`src/rtl/register_dump_reader.sv`:
```
// Walks a register-file address range and streams (addr, data) snapshots over valid/ready.
// First word 2 cycles after start; one word/cycle under ready; each stalled cycle adds one cycle.
module register_dump_reader #(
  parameter int D = 5,
  parameter int W = 32
) (
  input  logic         clk,
  input  logic         rst,
  input  logic         start,
  input  logic         abort,
  input  logic [D-1:0] first_addr,
  input  logic [D-1:0] last_addr,
  output logic [D-1:0] rf_address,
  input  logic [W-1:0] rf_read_data,
  output logic         out_valid,
  input  logic         out_ready,
  output logic [W-1:0] out_data,
  output logic [D-1:0] out_addr,
  output logic         busy,
  output logic         done
);

  typedef enum logic [1:0] {
    S_IDLE,
    S_READ,
    S_DRAIN,
    S_DONE
  } state_t;

  state_t         state_q, state_d;
  logic [D-1:0]   cur_addr_q, cur_addr_d;
  logic [D-1:0]   end_addr_q, end_addr_d;
  logic           out_valid_q, out_valid_d;
  logic [W-1:0]   out_data_q, out_data_d;
  logic [D-1:0]   out_addr_q, out_addr_d;
  logic           busy_q, busy_d;
  logic           done_q, done_d;
  logic           out_free;

  // The output register can take a new word when empty or being emptied this cycle.
  assign out_free = !out_valid_q || out_ready;

  always_comb begin
    state_d     = state_q;
    cur_addr_d  = cur_addr_q;
    end_addr_d  = end_addr_q;
    out_valid_d = out_valid_q;
    out_data_d  = out_data_q;
    out_addr_d  = out_addr_q;

    case (state_q)
      S_IDLE: begin
        if (start) begin
          cur_addr_d = first_addr;
          end_addr_d = last_addr;
          state_d    = S_READ;
        end
      end
      S_READ: begin
        if (abort) begin
          out_valid_d = 1'b0;
          state_d     = S_IDLE;
        end else if (out_free) begin
          out_data_d  = rf_read_data;
          out_addr_d  = cur_addr_q;
          out_valid_d = 1'b1;
          if (cur_addr_q == end_addr_q) begin
            state_d = S_DRAIN;
          end else begin
            cur_addr_d = cur_addr_q + D'(1);
          end
        end
      end
      S_DRAIN: begin
        if (abort) begin
          out_valid_d = 1'b0;
          state_d     = S_IDLE;
        end else if (out_valid_q && out_ready) begin
          out_valid_d = 1'b0;
          state_d     = S_DONE;
        end
      end
      S_DONE: begin
        state_d = S_IDLE;
      end
      default: begin
        out_valid_d = 1'b0;
        state_d     = S_IDLE;
      end
    endcase

    // Status flags are registered from the next state so they line up with it.
    busy_d = (state_d == S_READ) || (state_d == S_DRAIN);
    done_d = (state_d == S_DONE);
  end

  always_ff @(posedge clk) begin
    if (rst) begin
      state_q     <= S_IDLE;
      cur_addr_q  <= '0;
      end_addr_q  <= '0;
      out_valid_q <= 1'b0;
      out_data_q  <= '0;
      out_addr_q  <= '0;
      busy_q      <= 1'b0;
      done_q      <= 1'b0;
    end else begin
      state_q     <= state_d;
      cur_addr_q  <= cur_addr_d;
      end_addr_q  <= end_addr_d;
      out_valid_q <= out_valid_d;
      out_data_q  <= out_data_d;
      out_addr_q  <= out_addr_d;
      busy_q      <= busy_d;
      done_q      <= done_d;
    end
  end

  assign rf_address = cur_addr_q;
  assign out_valid  = out_valid_q;
  assign out_data   = out_data_q;
  assign out_addr   = out_addr_q;
  assign busy       = busy_q;
  assign done       = done_q;

endmodule

```
`config.mk`:
```
export PLATFORM = sky130hd
export DESIGN_NAME = register_dump_reader
export DESIGN_NICKNAME = d
export VERILOG_FILES = /design/src/rtl/register_dump_reader.sv
export SDC_FILE = /design/constraint.sdc
export NUM_CORES = 1
export LEC_CHECK = 0
export ABC_CLOCK_PERIOD_IN_PS = 4400
export CAP_MARGIN = 20
export CORE_AREA = 8 8 89 91
export DETAILED_ROUTE_END_ITERATION = 10
export DIE_AREA = 0 0 97 99
export GPL_TIMING_DRIVEN = 0
export PLACE_DENSITY = 0.67
export SYNTH_ARGS = -nofsm -noshare
export SYNTH_HDL_FRONTEND = slang
export SYNTH_SLANG_ARGS = --single-unit
```
`constraint.sdc`:
```
create_clock -name clk -period 4.4 [get_ports clk]
set_input_delay 1.32 -clock clk [delete_from_list [all_inputs] [get_ports clk]]
set_output_delay 1.32 -clock clk [all_outputs]
set_load 0.01 [all_outputs]
```
==> results of run 1 <==
[worst max-delay path, stage by stage]
cell             delay (ns)
clkdlybuf4s50_1        0.46
nand2b_1               0.26
and3_4                 0.23
buf_6                  0.14
a31oi_1                0.22
inv_1                  0.07
ha_1                   0.26
nor2b_1                0.13
[registers in the layout (all words and copies together) (netlist names)]
register,cells
state_q,2
out_addr,5
rf_address,5
busy,1
out_valid,1
done,1
out_data,32
end_addr_q,5
[cell usage after synthesis, drive strengths merged (3+ instances only)]
cell type  number
nand2          79
dfxtp          52
a21oi          42
nor2           10
clkbuf          9
buf             8
inv             6
mux2i           6
o32ai           5
xor2            5
a211oi          4
nor3            4
and2            3
nand2b          3
nand3           3
nor2b           3
o21ai           3
[per-stage QoR]
step	worst slack (ns)	instance area [um^2]
finish	1.49	3310
global route	1.39	3310
CTS	1.48	3310
detailed placement	1.16	3220
global placement	1.16	3220
floorplan	1.81	2220
[cell families after synthesis]
kind of cell	Yosys count	synth area share, %
simple gates	108	21.7
compound gates	63	19.5
flops	52	47.0
buf+inv	23	5.98
mux	6	2.71
xor+xnor	5	1.98
fa+ha+maj	2	1.13
[area by class of cell]
| type | instances | area [um^2] | share of cell area, % |
|---|---|---|---|
| multi-input cells | 184 | 1040 | 31.5 |
| flip-flops and latches | 52 | 1040 | 31.5 |
| repair buffers | 90 | 901 | 27.2 |
| plain buffers | 17 | 110 | 3.33 |
| well taps | 80 | 100 | 3.03 |
| clock buffers | 5 | 68.8 | 2.08 |
| clock inverters | 3 | 22.5 | 0.681 |
| inverters | 6 | 22.5 | 0.681 |
[report_power, final]
part           leakage, uW  internal [uW]  switching (uW)
logic             0.000705            196             190
registers         0.000423            515            39.7
clock network    0.0000485            114             165
total              0.00118            825             395
[per-layer routing]
layer  GRT usage [%]  up-vias  wire (um)
li1                -     1059          -
met1            15.6      962       2940
met2            21.7       66       2930
met3            3.92        2        402
met4            3.08        0         12
met5               0        -          0
[final timing paths]
check                           slack (ns)     startpoint      endpoint
worst max-delay path                  1.49      out_ready          busy
worst min-delay path                  0.46   out_data[15]  out_data[15]
worst max register to register        2.42  rf_address[2]          busy
worst min register to register        0.46   out_data[15]  out_data[15]
==> summary.md, run 1 <==
| Metric | Value |
|---|---|
| Status | complete, no violations |
| Req. time, crit path | 4.58 ns |
| Total chip power | 1220 uW |
| Final min period | 2.91 ns |
| DRC | 0 |
| Clock sinks | 52 |
| Sequential-to-total area share from yosys stat | 47.0% |
| Cell variety after synth | 39 |
| Maximum fanout along the worst path | 10 |
| Synth top area share | 47.0% |
| Root buf cell | clkbuf_8 |
| Layout filler cell count | 633 |
| Least-Margin Pin Slew | 0.683 ns |
| Cts bufs inserted | 5 |
| Cells after synthesis | 259 |
| Starting Density | 33.7% |
| Slew Limit Fails | 0 |
| Clk_skew | 0.00640 ns |
| Min-delay worst type | register to register |
| Final Hold Fails | 0 |
| Synth top area cells | dfxtp_1 47%, nand2_1 13%, a21oi_1 7.2% |
| Area leader, netlist | dfxtp_1 |
| Worst setup EP type | register |
| Post-Syn Nets | 308 |
| Min Hold Slack | 0.459 ns |
| Primary FF master, synth | dfxtp_1 |
| FF-to-FF path depth | 6 |
| # port buffers | 90 |
| Vias in the first global route | 2,144 |
| Initial antenna violation count | 0 |
| CTS tree | built |
| Antenna diodes | 0 |
| Period Utilization, post-route | 66.1% |
| CTS max path bufs | 2 |
| Critical Path AT | 3.09 ns |
| Hold depth | 2 |
| DRT Pass-1 Iters | 4 |
| Final setup TNS | 0 ns |
| Mapped cell area | 2220 um^2 |
| End-of-flow core utilization | 50.4% |
| Die area | 9600 um^2 |
| Initial DRC Count | 69 |
| P per Cell Area | 369 nW/um^2 |
| #FFs+latches synth | 52 |
| Detailed Place HPWL | 4.72 mm |
| GRT overflow | 0 |
| Via count | 2,089 |
| Max Cap Viol | 0 |
| Setup Fix Bufs, Post-CTS | 0 |
| VDD IR max | 0.194 mV |
| EDFF count, synth | 0 |
| # IOs | 92 |
| Worst Setup Start Kind | input pin |
| Worst skew pair latency | 0.30 ns |
| H-tree depth | 2 |
| Largest net degree at the start of global routing | 18 |
| Final net count | 405 |
| Placed cells | 429 |
| Layout cell share with drive strength beyond 1 | 9.52% |
| DR WL/cell | 14.4 um |
| Mapped Avg Cell Area | 8.56 um^2 |
| Die H | 99 um |
| Final setup fails | 0 |
| Commonest non-fill, non-tap cell in the layout | clkdlybuf4s50_1 |
| All-layer global routing usage | 12.9% |
| Most frequent cells in the layout | 90 x clkdlybuf4s50_1, 78 x nand2_1, 52 x dfxtp_1 |
| Relative slew slack | 54.5% |
| Chip width | 97 um |
| Yosys warnings | 0 |
| Gates resized, CTS repair | 0 |
| Vias/cell | 4.78 |
| Row cnt | 30 |
| GPL Wtd Cong | 0.757 |
| P&R area growth vs syn | 49.3% |
| CTS hold repair buffers | 0 |
| Layout Cells excl Fill | 437 |
| FFs w/ async S/R, synth | 0% |
| Static Leak | 0.00118 uW |
| WL final | 6.28 mm |
| Placeable Area | 6570 um^2 |
| RSZ-0062 raised after global routing | false |
| Worst-path clk slew | 0.10 ns |
| First-pass GRT wire length | 10.4 mm |
| Final ANT Viol Nets | 0 |
| FMAX | 344 MHz |
| CP Class | input pin to register |
No activity file was read; power rests on OpenSTA's default activity.
==> run 2: changes to the inputs <==
ABC_CLOCK_PERIOD_IN_PS = 2850   (was 4400)
clock period = 2.85 ns   (was 4.4 ns; I/O delays follow)
==> results of run 2 <==
The final DEF is identical to that of run 1. Status: complete, no violations.
Main changes from that run: setup slack after placement 1.16 ns -> 0.0775 ns; setup slack after layout 1.49 ns -> 0.407 ns; register-to-register setup slack 2.42 ns -> 0.87 ns; total power 1220 uW -> 1880 uW; worst IR drop on VDD 0.194 mV -> 0.300 mV
